File: src/rtl/mem_arb_pkg.sv
// Shared definitions for the memory port arbiter: FSM encoding and default widths.
package mem_arb_pkg;

  localparam int AW_DEF = 16;
  localparam int DW_DEF = 16;

  typedef enum logic [1:0] {
    ST_IDLE   = 2'd0,
    ST_ACCESS = 2'd1,
    ST_DONE   = 2'd2
  } arb_state_e;

endpackage

File: src/rtl/mem_port_arbiter_rr_picker.sv
// Rotate-priority picker: the first requester after the last grant wins.
module rr_picker #(
  parameter int NREQ = 3,
  parameter int IW   = $clog2(NREQ)
) (
  input  logic [NREQ-1:0] req,
  input  logic [IW-1:0]   last,
  output logic            vld,
  output logic [IW-1:0]   win
);

  int idx;

  // Walk from farthest to nearest so the nearest requester after 'last' wins.
  always_comb begin
    vld = 1'b0;
    win = '0;
    idx = 0;
    for (int k = NREQ; k >= 1; k--) begin
      idx = (int'(last) + k) % NREQ;
      if (req[idx]) begin
        vld = 1'b1;
        win = IW'(idx);
      end
    end
  end

endmodule

File: src/rtl/mem_port_arbiter.sv
// Round-robin arbiter sharing one single-port memory among NREQ requesters,
// with a bounded back-to-back lock and fully registered outputs.
module mem_port_arbiter
  import mem_arb_pkg::*;
#(
  parameter int NREQ     = 3,
  parameter int AW       = AW_DEF,
  parameter int DW       = DW_DEF,
  parameter int MAX_LOCK = 4
) (
  input  logic               CLK,
  input  logic               RST,
  input  logic [NREQ-1:0]    REQ,
  input  logic [NREQ-1:0]    REQ_WE,
  input  logic [NREQ-1:0]    REQ_LOCK,
  input  logic [NREQ*AW-1:0] REQ_ADDR,
  input  logic [NREQ*DW-1:0] REQ_WDATA,
  output logic [NREQ-1:0]    ACK,
  output logic [DW-1:0]      RDATA,
  output logic               BUSY,
  output logic [AW-1:0]      MEM_ADDR,
  output logic [DW-1:0]      MEM_WDATA,
  output logic               MEM_RD,
  output logic               MEM_WR,
  input  logic [DW-1:0]      MEM_RDATA
);

  localparam int IW = $clog2(NREQ);
  localparam int LW = $clog2(MAX_LOCK + 1);

  arb_state_e      state_q, state_d;
  logic [IW-1:0]   last_q, last_d;      // last granted requester, also owner of the current access
  logic [LW-1:0]   lock_cnt_q, lock_cnt_d;
  logic [NREQ-1:0] ack_q, ack_d;
  logic [DW-1:0]   rdata_q, rdata_d;
  logic            busy_q, busy_d;
  logic [AW-1:0]   mem_addr_q, mem_addr_d;
  logic [DW-1:0]   mem_wdata_q, mem_wdata_d;
  logic            mem_rd_q, mem_rd_d;
  logic            mem_wr_q, mem_wr_d;

  logic            pick_vld;
  logic [IW-1:0]   pick_win;
  logic            lock_hit;
  logic            take;
  logic [IW-1:0]   sel;

  rr_picker #(.NREQ(NREQ), .IW(IW)) u_pick (
    .req  (REQ),
    .last (last_q),
    .vld  (pick_vld),
    .win  (pick_win)
  );

  // Next-state and registered-output logic.
  always_comb begin
    state_d     = state_q;
    last_d      = last_q;
    lock_cnt_d  = lock_cnt_q;
    ack_d       = '0;
    rdata_d     = rdata_q;
    busy_d      = busy_q;
    mem_addr_d  = mem_addr_q;
    mem_wdata_d = mem_wdata_q;
    mem_rd_d    = mem_rd_q;
    mem_wr_d    = mem_wr_q;
    lock_hit    = 1'b0;
    take        = 1'b0;
    sel         = last_q;

    case (state_q)
      ST_IDLE, ST_DONE: begin
        // Lock only applies right after an access by the same requester.
        lock_hit = (state_q == ST_DONE) && REQ_LOCK[last_q] && REQ[last_q] &&
                   (int'(lock_cnt_q) < MAX_LOCK - 1);
        if (lock_hit) begin
          take       = 1'b1;
          sel        = last_q;
          lock_cnt_d = lock_cnt_q + LW'(1);
        end else begin
          lock_cnt_d = '0;
          if (pick_vld) begin
            take = 1'b1;
            sel  = pick_win;
          end
        end

        if (take) begin
          last_d      = sel;
          mem_addr_d  = REQ_ADDR[sel*AW +: AW];
          mem_wdata_d = REQ_WDATA[sel*DW +: DW];
          mem_rd_d    = ~REQ_WE[sel];
          mem_wr_d    = REQ_WE[sel];
          busy_d      = 1'b1;
          state_d     = ST_ACCESS;
        end else begin
          mem_rd_d = 1'b0;
          mem_wr_d = 1'b0;
          busy_d   = 1'b0;
          state_d  = ST_IDLE;
        end
      end

      ST_ACCESS: begin
        // Memory reads combinationally; write commits at this edge.
        if (mem_rd_q) rdata_d = MEM_RDATA;
        ack_d[last_q] = 1'b1;
        mem_rd_d      = 1'b0;
        mem_wr_d      = 1'b0;
        busy_d        = 1'b0;
        state_d       = ST_DONE;
      end

      default: state_d = ST_IDLE;
    endcase
  end

  // State register; synchronous active-low reset aborts any access in flight.
  always_ff @(posedge CLK) begin
    if (!RST) begin
      state_q     <= ST_IDLE;
      last_q      <= IW'(NREQ - 1);
      lock_cnt_q  <= '0;
      ack_q       <= '0;
      rdata_q     <= '0;
      busy_q      <= 1'b0;
      mem_addr_q  <= '0;
      mem_wdata_q <= '0;
      mem_rd_q    <= 1'b0;
      mem_wr_q    <= 1'b0;
    end else begin
      state_q     <= state_d;
      last_q      <= last_d;
      lock_cnt_q  <= lock_cnt_d;
      ack_q       <= ack_d;
      rdata_q     <= rdata_d;
      busy_q      <= busy_d;
      mem_addr_q  <= mem_addr_d;
      mem_wdata_q <= mem_wdata_d;
      mem_rd_q    <= mem_rd_d;
      mem_wr_q    <= mem_wr_d;
    end
  end

  assign ACK       = ack_q;
  assign RDATA     = rdata_q;
  assign BUSY      = busy_q;
  assign MEM_ADDR  = mem_addr_q;
  assign MEM_WDATA = mem_wdata_q;
  assign MEM_RD    = mem_rd_q;
  assign MEM_WR    = mem_wr_q;

endmodule

File: config.mk
export PLATFORM = sky130hd
export DESIGN_NAME = mem_port_arbiter
export DESIGN_NICKNAME = d
export VERILOG_FILES = /design/src/rtl/mem_arb_pkg.sv /design/src/rtl/mem_port_arbiter_rr_picker.sv /design/src/rtl/mem_port_arbiter.sv
export SDC_FILE = /design/constraint.sdc
export NUM_CORES = 1
export LEC_CHECK = 0
export BUFFER_PORTS_ARGS = -buffer_cell sky130_fd_sc_hd__buf_2
export CORE_ASPECT_RATIO = 1.5
export CORE_MARGIN = 4
export CORE_UTILIZATION = 47
export CTS_CLUSTER_SIZE = 12
export DETAILED_ROUTE_END_ITERATION = 16
export PLACE_DENSITY = 0.86
export SETUP_SLACK_MARGIN = 0.4
export SLEW_MARGIN = 0
export SYNTH_ARGS = -nofsm -noshare
export SYNTH_HDL_FRONTEND = slang
export SYNTH_SLANG_ARGS = --single-unit
File: constraint.sdc
create_clock -name CLK -period 4 [get_ports CLK]
set_input_delay 0.2 -clock CLK [delete_from_list [all_inputs] [get_ports CLK]]
set_output_delay 0.2 -clock CLK [all_outputs]
set_load 0.005 [all_outputs]
Word level (Yosys, flattened, before mapping) --
Index checks and enable logic that the tools add are counted.
Storage, ports and cells: bits in registers 61, bits in latches 0, memory bits (writable) 0, ROM bits 0, bits of input ports 123, output and inout port bits 54, logic and storage cells 77, memories kept 0
Operators by class: add/subtract/negate cells 4, multiply operators 0, divide/modulo/power cells 3, order comparisons 7, equality and inequality tests 2, shift-type cells 2, muxes and demuxes 38, bitwise operators 1, reduce and logical (&&, ||, !) cells 10
Operators with widths (count):
- less-than comparator 32 x 4 -> 1 bit, second input constant | 3
- modulo 32 x 3 -> 32 bit, second input constant | 3
- variable part select 48 x 7 -> 16 bit | 2
- two-way mux 1 bit | 20
- binary-select mux 1 bit (select 2 bit) | 6
- two-way mux 2 bit | 6
- adder 2 x 2 -> 3 bit, second input constant | 2
- less-than comparator 2 x 3 -> 1 bit, second input constant | 2
- case mux 1 bit (2 select lines) | 3
- AND reduction 2 bit | 3
- logical AND 1 bit | 4
- case mux 2 bit (2 select lines) | 1
- adder 2 x 1 -> 3 bit, second input constant | 1
- adder 3 x 1 -> 3 bit, second input constant | 1
- less-than comparator 3 x 2 -> 1 bit, second input constant | 1
- two-way mux 3 bit | 1
- demux 1 bit (select 2 bit) | 1
- equality test 2 x 1 -> 1 bit, second input constant | 1
- equality test 2 bit, second input constant | 1
- >= comparator 2 x 1 -> 1 bit, second input constant | 1
- zero test 2 bit | 1
- nonzero test 2 bit | 1
- OR reduction 2 bit | 1
- inverter 1 bit | 1

Logic depth before layout (Yosys ltp) --
Gate-level depths: netlist (run 1).
depth in word-level cells 16, mapped depth 12, depth with buffers taken out 9

By module --
A second synthesis (run 1) with hierarchy kept.
Unflattened totals: cell total of the unflattened synthesis 325, area, all modules 3264.4 um^2
By module, submodules not included:
- mem_port_arbiter | instances 1, cells an instance 289, area each 3019.1 um^2
- rr_picker | instances 1, cells an instance 36, area each 245.2 um^2

Worst setup path before layout (run 1) --
OpenSTA, ideal clock, no wires.
path kind register -> register, from register last_q[0], to register mem_addr_q[0], in the netlist MEM_ADDR[0], setup time 122 ps, arrival time 2663 ps, data required time 3878 ps, path slack 1215 ps, cell stages (with the launch flop) 13, path buffers 3, period minus slack after synthesis 2785 ps, path through dfxtp_1 > buf_6 > inv_1 > ha_1 > buf_6 > nand2b_4 > a2111o_1 > a21oi_2 > nor2_1 > a21oi_1 > nor4_4 > buf_6 > a221o_1
Between the ends: word-level cells in the longest chain between the ends 12, elaborated cells between the ends (all ways) 36, classes of those cells add/sub (3); div (3); shift (1); mux (25); reduce/logical (4)
Ends and longest elaborated chain:
- from (decl) | RTL line mem_port_arbiter.sv:32 | logic [IW-1:0] last_q, last_d;
- from (signal assigned) | RTL line mem_port_arbiter.sv:122 | last_q <= IW'(NREQ - 1);
- from (signal assigned) | RTL line mem_port_arbiter.sv:133 | last_q <= last_d;
- adder 2 x 2 -> 3 bit | RTL line mem_port_arbiter_rr_picker.sv:20 | idx = (int'(last) + k) % NREQ;
- modulo 32 x 3 -> 32 bit | RTL line mem_port_arbiter_rr_picker.sv:20
- binary-select mux 1 bit (select 2 bit) | RTL line mem_port_arbiter_rr_picker.sv:21 | if (req[idx]) begin
- two-way mux 1 bit (not written as such) (2 in series) | RTL line mem_port_arbiter_rr_picker.sv:21
- two-way mux 2 bit / two-way mux 1 bit (equally long branches) (3 in series) | RTL line mem_port_arbiter_rr_picker.sv:21
- two-way mux 2 bit / two-way mux 1 bit (equally long branches) | RTL line mem_port_arbiter.sv:82 | if (pick_vld) begin
- two-way mux 2 bit / two-way mux 1 bit (equally long branches) | RTL line mem_port_arbiter.sv:76 | if (lock_hit) begin
- two-way mux 2 bit / two-way mux 1 bit (equally long branches) | RTL line mem_port_arbiter.sv:71 | case (state_q)
- variable part select 48 x 7 -> 16 bit / AND reduction 2 bit (equally long branches)
- to (signal assigned) | RTL line mem_port_arbiter.sv:138 | mem_addr_q <= mem_addr_d;
- to (decl) | RTL line mem_port_arbiter.sv:37 | logic [AW-1:0] mem_addr_q, mem_addr_d;
Parallel ways exist; a longest one is shown, timed or not. The select of a mux whose other input is x is not followed. A chain may end at the register's enable or synchronous reset.

Final worst setup path (run 1) --
from register last_q[0], to register mem_addr_q[5], in the netlist MEM_ADDR[5]
The elaborated chain is that of the path after synthesis.

==> run metrics, run 1 <==
run status=finished clean; Peak VDD IR=0.000419 V; Routed WL=9520 um; Via density=5.71; Final Hold Violating Endpoints=0; clk slew on worst S/H paths=70 ps; Tcrit/Tclk final=84.8%; gpl congestion=0.847; Setup Skew=approximately 9.4 ps; Initial Utilization=48.2%; Ys Warns=0; Maximum Capacitance Violations=0; Hold-fix buffers, CTS=0; Initial DRT Pass Iterations=5; vias after detailed routing=3,074; Core ar.=slightly above 6000 um^2; GRT Total Usage=24.2%; Filler cells=506; Slew Viols, Final=0; HP Class=in -> reg; synthesized instance count=290; FMAX=295 MHz; cell area after synthesis=between 2000 and 3000 um^2; Max H-tree Level=3; share of cells above drive strength 1=46.6%; Layout Area Growth over Synthesis=35.8%; largest net degree at the start of global routing=34; Cell Pwr Density=690 nW/um^2; number of I/O port buffers=176; syn avg cell area=10.2 um^2; crit path kind=reg -> reg; Seq/Total Area, Yosys=41.3%; DIE WIDTH=72.8 um; Die ar.=roughly 7600 um^2; Final ANT Viol Nets=0; clock group share of total power=22.3%; RSZ-0062 raised after global routing=false; initial antenna violation count=0; Comb power frac=45.5%; TritonCTS clock tree=built; Final Net Count=588; Crit. End Element=register; drc violations=0; drt initial violations=222; setup TNS=0 ps; Leakage=0.00194 uW; Cell Rows=35; Int Pwr=1750 uW; I/O pin total=roughly 180; CTS Sinks=61; Slew @ Worst Pin=between 500 and 600 ps; Synth cell types=51; Slew HR=slightly above 60%; Seq pwr share=32.2%; multi-input logic area=~1600 um^2; async set-or-reset flop fraction in the synthesized netlist=0%; NetSw=1020 uW; DPL Wire Length=between 7000 and 8000 um; Reg area=1220 um^2; Hold Path Cell Cnt=2; Sw Share=36.8%; Startpoint Class=register; Root Buffer=clkbuf_8; CTS max path bufs=2; first-pass GRT wire length=14,500 um; vias in the first global route=2,935; commonest non-fill, non-tap cell in the layout=buf_2; Antenna Cells=0; CP Max Fanout=32; setup bufs post-CTS=0; WP data arrival=roughly 3600 ps; final setup fails=0; Main synth FF type=dfxtp_1; Clock Latency Late Sink=340 ps; clock buffer count from CTS=9; die height=105 um; Mapped Nets=419; cts repair resizes=0; worst reg-to-reg path cell count=10; total power=between 2000 and 3000 uW; flops & latches, synth=61; Worst EP required=4210 ps; Post-synth EDFFs=0; commonest non-fill, non-tap cells in the layout=buf_2 (176), dfxtp_1 (61), nand2_1 (40); DR WL/cell=17.7 um; Tmin final=approximately 3400 ps; grt total ovfl=0
## per-layer routing
layer / vias to the layer above / track usage (%) / share of wire (%)
li1: 1449 / - / -
met1: 1431 / 26.4 / 36
met2: 170 / 42.2 / 53
met3: 24 / 5.58 / 8.2
met4: 0 / 12.4 / 3.1
met5: - / 0 / 0
## registers in the layout (all words and copies together), names as in the netlist
signal	flops
MEM_ADDR	16
MEM_WDATA	16
RDATA	16
ACK	3
lock_cnt_q	3
last_q	2
state_q	2
BUSY	1
MEM_RD	1
MEM_WR	1
## final cells by class
cell class              instances  area share, %
inverters                       4          0.374
clock buffers                  11           3.52
repair buffers                180           22.7
flip-flops and latches         61           30.4
clock inverters                 5           2.09
well taps                      74           2.31
multi-input cells             203           38.6
## worst paths after layout
| kind | slack (ps) | end | startpoint |
|---|---|---|---|
| min | 80 | MEM_WDATA[9] | REQ_WDATA[9] |
| max | 610 | MEM_ADDR[5] | last_q[0] |
| min reg2reg | 460 | RDATA[12] | RDATA[12] |
| max reg2reg | 610 | MEM_ADDR[5] | last_q[0] |
## stage by stage
step	worst slack [ps]	utilization [%]	hold WS, ps	instance area [um^2]	cells
global placement	807	61.8	422	3790	522
finish	609	65.5	83.1	4020	538
floorplan	1210	-	324	2960	290
detailed placement	686	61.8	427	3790	522
CTS	647	65.5	65.7	4020	538
global route	476	65.5	67.6	4020	538
## power groups by stage
stage | registers (uW) | logic, uW | clock network (uW)
6_report | 893 | 1260 | 618
2_1_floorplan | 884 | 948 | 0
5_1_grt | 910 | 1380 | 659
3_3_place_gp | 893 | 1210 | 0
4_1_cts | 890 | 1260 | 632
3_5_place_dp | 901 | 1250 | 0
## synth_stat cells (all sizes together), types with 2 or more instances
master | instances | area (um^2)
and4 | 2 | 17.5
o21ai | 5 | 25.0
a221o | 33 | 334
a22oi | 2 | 15.0
inv | 4 | 15.0
a21oi | 8 | 47.6
nand4 | 2 | 12.5
nand2b | 4 | 35.0
nand2 | 40 | 150
nor2 | 5 | 18.8
ha | 6 | 75.1
nor2b | 4 | 25.0
nor3 | 2 | 15.0
buf | 15 | 144
dfxtp | 61 | 1220
a21o | 2 | 15.0
a211oi | 2 | 27.5
nand3 | 5 | 25.0
mux2 | 3 | 33.8
mux2i | 2 | 20.0
a21boi | 17 | 128
a22o | 33 | 290
and2 | 7 | 45.1
o21a | 4 | 31.3
a2111oi | 2 | 42.5
clkbuf | 6 | 22.5
and3 | 4 | 26.3
## cell families after synthesis
family | Yosys count | share of synthesized area (%)
fa+ha+maj | 6 | 2.54
compound gates | 114 | 34.0
mux | 5 | 1.82
flops | 61 | 41.3
buf+inv | 26 | 6.47
simple gates | 78 | 13.8
## worst max-delay path: stages (launching register included)
cell,delay [ps]
dfxtp_1,590
inv_1,150
ha_1,450
nand2b_4,180
a2111o_1,470
a21oi_2,270
nor2_1,150
a21oi_1,240
nor4_4,70
buf_4,260
a221o_2,420
(Power assumes the default switching activity.)
==> run 2, diff against run 1 <==
--- a/config.mk
+++ b/config.mk
@@ -5,13 +5,14 @@
 export SDC_FILE = /design/constraint.sdc
 export NUM_CORES = 1
 export LEC_CHECK = 0
+export ABC_AREA = 1
 export BUFFER_PORTS_ARGS = -buffer_cell sky130_fd_sc_hd__buf_2
 export CORE_ASPECT_RATIO = 1.5
 export CORE_MARGIN = 4
-export CORE_UTILIZATION = 47
+export CORE_UTILIZATION = 46
 export CTS_CLUSTER_SIZE = 12
 export DETAILED_ROUTE_END_ITERATION = 16
-export PLACE_DENSITY = 0.86
+export PLACE_DENSITY = 0.81
 export SETUP_SLACK_MARGIN = 0.4
 export SLEW_MARGIN = 0
 export SYNTH_ARGS = -nofsm -noshare
==> constraint.sdc (replaced) <==
create_clock -name CLK -period 3.3 [get_ports CLK]
set_input_delay 0.165 -clock CLK [delete_from_list [all_inputs] [get_ports CLK]]
set_output_delay 0.165 -clock CLK [all_outputs]
set_load 0.005 [all_outputs]
==> run 2 against run 1 <==
Hold slack got worse by 65 ps. Sequential cell count did not move. Register-to-register slack improved by 80 ps. Setup slack improved by 82 ps. Clock skew rose by 1.0 ps. Non-clock buffer count fell by 1. Via count rose by 30%. Synthesized area rose by 14%. Sequential share of layout area fell by 3.6 points. Sequential power rose by 18%. Critical path type unchanged. Highest routed layer unchanged.
==> run metrics, run 2 <==
run status=finished clean (unchanged); CP Max Fanout=24 (was 32); Root Buffer=clkbuf_8 (unchanged); setup TNS=0 ps (unchanged); Ys Warns=0 (unchanged); Synth Area in Adders=2.23% (was 2.54%); Initial Utilization=48.1% (was 48.2%); Final Cell Area=4560 um^2 (was 4020 um^2); Layout Area Growth over Synthesis=35.6% (was 35.8%); Crit. End Element=register (unchanged); routed wl met3=830 um (was 777 um); Die ar.=8770 um^2 (was 7650 um^2); final setup fails=0 (unchanged); FMAX=383 MHz (was 295 MHz); top-area cell type share of the netlist area=36.3% (was 41.3%); Final ANT Viol Nets=0 (unchanged); Slew @ Worst Pin=485 ps (was 584 ps); drc violations=0 (unchanged); Seq/Total Area, Yosys=36.3% (was 41.3%); Hold-fix buffers, CTS=0 (unchanged); Peak VDD IR=0.000626 V (was 0.000419 V); grt total ovfl=0 (unchanged); commonest non-fill, non-tap cell in the layout=buf_2 (unchanged); largest net degree at the start of global routing=36 (was 34); DIE WIDTH=77.8 um (was 72.8 um); largest family of logic cells by synthesized area=simple AND/OR/NAND/NOR gates (was compound AO/OA/AOI/OAI gates); first-pass GRT wire length=16,500 um (was 14,500 um); vias in the first global route=3,707 (was 2,935); die height=113 um (was 105 um); Maximum Capacitance Violations=0 (unchanged); synthesized instance count=503 (was 290); Leakage=0.00247 uW (was 0.00194 uW); post-synthesis compound-gate area fraction=6.58% (was 34.0%); CTS Sinks=61 (unchanged); M1 WL=3860 um (was 3450 um); top cells by count, synth=nand2_1 (162), nand3_1 (107), dfxtp_1 (61) (was dfxtp_1 (61), nand2_1 (40), a22o_1 (32)); Cell Pwr Density=933 nW/um^2 (was 690 nW/um^2); commonest non-fill, non-tap cells in the layout=buf_2 (176), nand2_1 (162), nand3_1 (107) (was buf_2 (176), dfxtp_1 (61), nand2_1 (40)); number of I/O port buffers=176 (unchanged); Filler cells=635 (was 506); TritonCTS clock tree=built (unchanged); share of cells above drive strength 1=32.9% (was 46.6%); clk slew on worst S/H paths=70 ps (about the same); vias after detailed routing=3,986 (was 3,074); Synth cell types=29 (was 51); CTS max path bufs=2 (unchanged); async set-or-reset flop fraction in the synthesized netlist=0% (unchanged); Worst EP required=3580 ps (was 4210 ps); crit path kind=reg -> reg (unchanged); Routed WL=10,700 um (was 9520 um); WL met2=5550 um (was 5000 um); Via density=5.16 (was 5.71); Setup Skew=10.4 ps (was 9.41 ps); Initial DRT Pass Iterations=5 (unchanged); Tcrit/Tclk final=79.0% (was 84.8%); Final Net Count=799 (was 588); Mapped Nets=632 (was 419); simple logic cell fraction of the synthesized area=46.5% (was 13.8%); HP Class=in -> reg (unchanged); dpl cell area=4270 um^2 (was 3790 um^2); xor/xnor share of the synthesized area=0% (unchanged); syn avg cell area=6.69 um^2 (was 10.2 um^2); flops & latches, synth=61 (unchanged); Cell Rows=37 (was 35); drt initial violations=218 (was 222); gpl congestion=0.858 (was 0.847); Synth area leaders=dfxtp_1 (36%), nand2_1 (18%), nand3_1 (16%) (was dfxtp_1 (41%), a221o_1 (10%), a22o_1 (9.5%)); Slew Viols, Final=0 (unchanged); DPL Wire Length=8010 um (was 7140 um); highest routed layer=met4 (unchanged); I/O pin total=177 (unchanged); initial antenna violation count=0 (unchanged); post-synthesis mux area share=0% (was 1.82%); DR WL/cell=13.8 um (was 17.7 um); Final Hold Violating Endpoints=0 (unchanged); most common cell in the netlist=nand2_1 (was dfxtp_1); Slew HR=67.4% (was 61.0%); Tmin final=2610 ps (was 3390 ps); RSZ-0062 raised after global routing=false (unchanged); Main synth FF type=dfxtp_1 (unchanged); Post-synth EDFFs=0 (unchanged); Startpoint Class=register (unchanged); cell area after synthesis=3360 um^2 (was 2960 um^2); Clock Latency Late Sink=340 ps (about the same); GRT Total Usage=23.0% (was 24.2%); Max H-tree Level=3 (unchanged); Antenna Cells=0 (unchanged); clock buffer count from CTS=9 (unchanged); setup bufs post-CTS=0 (unchanged); WP data arrival=2890 ps (was 3610 ps); Core ar.=6990 um^2 (was 6130 um^2); cell accounting for the most synthesized area=dfxtp_1 (unchanged)
[run 2: changes by cell type in the layout (fill, tap and decap cells not counted), moves of 21 or more]
cell / change
nand2_1: +122
nand3_1: +102
a22o_1: -32
inv_1: +31
a221o_1: -30
a21oi_1: +21
[run 2: critical path, cell delays in order, from the launching register on]
cell	delay, ps
dfxtp_1	380
inv_1	150
ha_1	400
inv_2	50
nand2_1	50
nand2_1	90
a21boi_4	220
nand3_4	150
nand3_4	150
nand2_4	200
nor3_4	500
nand2_1	120
nand3_1	90
[run 2: through the flow]
| stage | std cells | total power [uW] | util [%] | worst slack, ps | hold WS, ps |
|---|---|---|---|---|---|
| 6_report | 772 | 4260 | 65.3 | 692 | 17.8 |
| 4_1_cts | 771 | 4190 | 64.6 | 415 | 5.60 |
| 3_3_place_gp | 755 | 3290 | 61.1 | 551 | 363 |
| 2_1_floorplan | 503 | 2800 | - | 1090 | 278 |
| 3_5_place_dp | 755 | 3360 | 61.1 | 448 | 366 |
| 5_1_grt | 772 | 4610 | 65.3 | 485 | 24.0 |
[run 2: path summary, 6_finish.rpt]
check                 from            end  slack [ps]  depth (start not counted)
max reg2reg      last_q[1]   MEM_ADDR[14]         690                         12
max              last_q[1]   MEM_ADDR[14]         690                         12
min reg2reg  MEM_WDATA[11]  MEM_WDATA[11]         460                          2
min           REQ_ADDR[43]   MEM_ADDR[11]          20                          3
[run 2: layer usage]
metal	global-route usage, %	vias to the layer above
met1	24.4	1784
met4	13.3	0
met3	3.98	38
met2	41.9	194
li1	-	1970
met5	0	-
[run 2: what timing repair did]
action,CTS,global route
endpoints found under the hold margin,0,0
setup endpoints to repair,0,34
gates resized for setup,0,8
[run 2: area by class of cell]
class	instances	area [um^2]	share of cell area [%]
multi-input cells	375	1900	41.7
flip-flops and latches	61	1220	26.8
repair buffers	179	903	19.8
inverters	44	168	3.68
clock buffers	9	124	2.72
clock inverters	7	123	2.69
well taps	97	121	2.66
[run 2: kinds of logic (layout without fill, tap and decap cells)]
| group | count (synthesis) | after routing |
|---|---|---|
| AO/OA/AOI/OAI | 40 | 40 |
| AND/OR/NAND/NOR | 328 | 329 |
| buffers and inverters | 68 | 239 |
| flip-flops | 61 | 61 |
| adder cells (fa/ha/maj) | 6 | 6 |
[run 2: power by group]
group / leakage (uW) / internal (uW) / switching [uW]
Clock: 0.000121 / 506 / 306
Sequential: 0.000501 / 932 / 114
Combinational: 0.00185 / 808 / 1590
==> run 3, diff against run 2 <==
==> constraint.sdc (replaced) <==
create_clock -name CLK -period 2.4 [get_ports CLK]
set_input_delay 0.12 -clock CLK [delete_from_list [all_inputs] [get_ports CLK]]
set_output_delay 0.12 -clock CLK [all_outputs]
set_load 0.005 [all_outputs]
==> run 3 against run 2 <==
Maximum frequency up 21%. Cell count is 5.3% higher. Sequential cell count unchanged. Routed wire length grew 13%. Hold slack gained 20 ps. First-iteration DRC count is 20% higher. Critical endpoint is now MEM_ADDR[6]. Highest routed layer unchanged.
==> run metrics, run 3 (synthesis results as in run 2) <==
run status=finished clean (unchanged); Clock Latency Late Sink=350 ps (was 340 ps); Setup Skew=12.0 ps (was 10.4 ps); setup TNS=0 ps (unchanged); CTS max path bufs=2 (unchanged); Comb power frac=64.9% (was 56.3%); clock buffer count from CTS=9 (unchanged); Slew HR=68.4% (was 67.4%); Seq pwr share=20.5% (was 24.6%); drc violations=0 (unchanged); Via density=5.19 (was 5.16); critical path cell sequence=inv_6 > ha_4 > inv_2 > nand2_2 > nand2_2 > a21boi_4 > nand3_4 > nand2_4 > nand2_8 > nand2_8 > buf_4 > nand2_1 > nand3_2 > nand3_1 (was inv_1 > ha_1 > inv_2 > nand2_1 > nand2_1 > a21boi_4 > nand3_4 > nand3_4 > nand2_4 > nor3_4 > nand2_1 > nand3_1); number of I/O port buffers=176 (unchanged); gpl congestion=0.887 (was 0.858); final setup fails=0 (unchanged); clock group share of total power=14.6% (was 19.1%); worst stage delay on the critical path=400 ps (was 500 ps); Sw Share=45.5% (was 47.2%); Cell Rows=37 (unchanged); crit path kind=reg -> reg (unchanged); commonest non-fill, non-tap cell in the layout=buf_2 (unchanged); Core ar.=6990 um^2 (unchanged); slowest CP cell=dfxtp_4 (was nor3_4); delay-heaviest family, CP=simple AND/OR/NAND/NOR gates (unchanged); GRT Total Usage=26.7% (was 23.0%); Final Hold Violating Endpoints=0 (unchanged); vias in the first global route=4,178 (was 3,707); DPL Wire Length=8160 um (was 8010 um); TritonCTS clock tree=built (unchanged); Antenna Cells=0 (unchanged); grt total ovfl=0 (unchanged); crit path buf inv count=3 (was 2); Filler cells=539 (was 635); Slew Viols, Final=0 (unchanged); HP Class=in -> reg (unchanged); Startpoint Class=register (unchanged); drt initial violations=262 (was 218); total power=7080 uW (was 4260 uW); commonest non-fill, non-tap cells in the layout=buf_2 (176), nand2_1 (157), nand3_1 (97) (was buf_2 (176), nand2_1 (162), nand3_1 (107)); Initial DRT Pass Iterations=6 (was 5); clk slew on worst S/H paths=80 ps (was 70 ps); initial antenna violation count=0 (unchanged); Die ar.=8770 um^2 (unchanged); Root Buffer=clkbuf_8 (unchanged); Initial Utilization=48.1% (unchanged); Tmin final=2160 ps (was 2610 ps); largest net degree at the start of global routing=34 (was 36); share of cells above drive strength 1=38.4% (was 32.9%); I/O pin total=177 (unchanged); Slew @ Worst Pin=471 ps (was 485 ps); Final ANT Viol Nets=0 (unchanged); Leakage=0.00273 uW (was 0.00247 uW); vias after detailed routing=4,219 (was 3,986); FMAX=462 MHz (was 383 MHz); NetSw=3220 uW (was 2010 uW); Tcrit/Tclk final=90.2% (was 79.0%); Peak VDD IR=0.000665 V (was 0.000626 V); DIE WIDTH=77.8 um (unchanged); Maximum Capacitance Violations=0 (unchanged); Crit. End Element=register (unchanged); first-pass GRT wire length=19,100 um (was 16,500 um); die height=113 um (unchanged); Routed WL=12,100 um (was 10,700 um); Worst EP required=2620 ps (was 3580 ps); CTS Sinks=61 (unchanged); Cell Pwr Density=1360 nW/um^2 (was 933 nW/um^2); Int Pwr=3860 uW (was 2250 uW); DR WL/cell=14.9 um (was 13.8 um); WP data arrival=2390 ps (was 2890 ps); Final Net Count=840 (was 799); CP Max Fanout=11 (was 24); Layout Area Growth over Synthesis=54.3% (was 35.6%); RSZ-0062 raised after global routing=true (was false); Max H-tree Level=3 (unchanged)
## run 3: changes by cell type in the layout (fill, tap and decap cells not counted), moves of 3 or more
cell           change
buf_12             +6
buf_4             +15
buf_6              +5
clkbuf_16          +4
dlygate4sd3_1     +11
nand2_1            -5
nand2_2            +5
nand3_1           -10
nand3_2            +9
o21ai_0            -8
o21ai_1            +5
o21ai_2            +3
## run 3: layer usage
layer  wire length [um]  up-vias  track usage (%)
met3                913       29             5.25
li1                   -     2053                -
met5                  0        -                0
met2               6600      207             49.1
met4                378        0             11.6
met1               4190     1930             29.0
## run 3: cell type report
| type | instances | area (um^2) | share of cell area, % |
|---|---|---|---|
| tap | 97 | 121 | 2.34 |
| clock buffer | 10 | 138 | 2.65 |
| inverter | 44 | 189 | 3.64 |
| multi-input combinational | 375 | 2020 | 39.0 |
| sequential | 61 | 1230 | 23.7 |
| timing repair buffer | 220 | 1400 | 27.0 |
| clock inverter | 6 | 86.3 | 1.66 |
## run 3: repair_timing
action | in CTS | in global routing
pin swaps | 8 | 4
gates cloned | 1 | 5
endpoints found under the hold margin | 11 | 0
gates resized for setup | 39 | 9
setup buffers | 16 | 1
hold buffers | 11 | 0
setup endpoints to repair | 35 | 37
## run 3: worst paths after layout
kind / from / endpoint / slack (ps) / cells past startpoint
worst min register to register: MEM_WDATA[9] / MEM_WDATA[9] / 460 / 2
worst min-delay path: MEM_RDATA[8] / RDATA[8] / 40 / 3
worst max register to register: last_q[0] / MEM_ADDR[6] / 240 / 14
worst max-delay path: last_q[0] / MEM_ADDR[6] / 240 / 14
## run 3: metrics by stage
stage          std cells  hold WS (ps)  instance area [um^2]  utilization [%]  setup slack (ps)
2_1_floorplan        503           233                  3400                -               402
3_5_place_dp         763           328                  4410             63.1               102
6_report             813          38.2                  5190             74.2               236
4_1_cts              807          20.4                  5020             71.9               309
5_1_grt              813          31.4                  5190             74.2               134
3_3_place_gp         763           320                  4410             63.1               149
## run 3: worst reg2reg max path, cell delays in order, from the launching register on
cell	delay, ps
dfxtp_4	400
inv_6	50
ha_4	290
inv_2	50
nand2_2	50
nand2_2	60
a21boi_4	190
nand3_4	140
nand2_4	150
nand2_8	100
nand2_8	110
buf_4	190
nand2_1	80
nand3_2	80
nand3_1	90
## run 3: power groups by stage
stage | registers (uW) | logic (uW) | clock network [uW]
final | 1450 | 4590 | 1030
after global routing | 1480 | 5030 | 1090
after CTS | 1440 | 4150 | 1050
after detailed placement | 1450 | 3540 | 0
after global placement | 1440 | 3500 | 0
after floorplan | 1450 | 2470 | 0
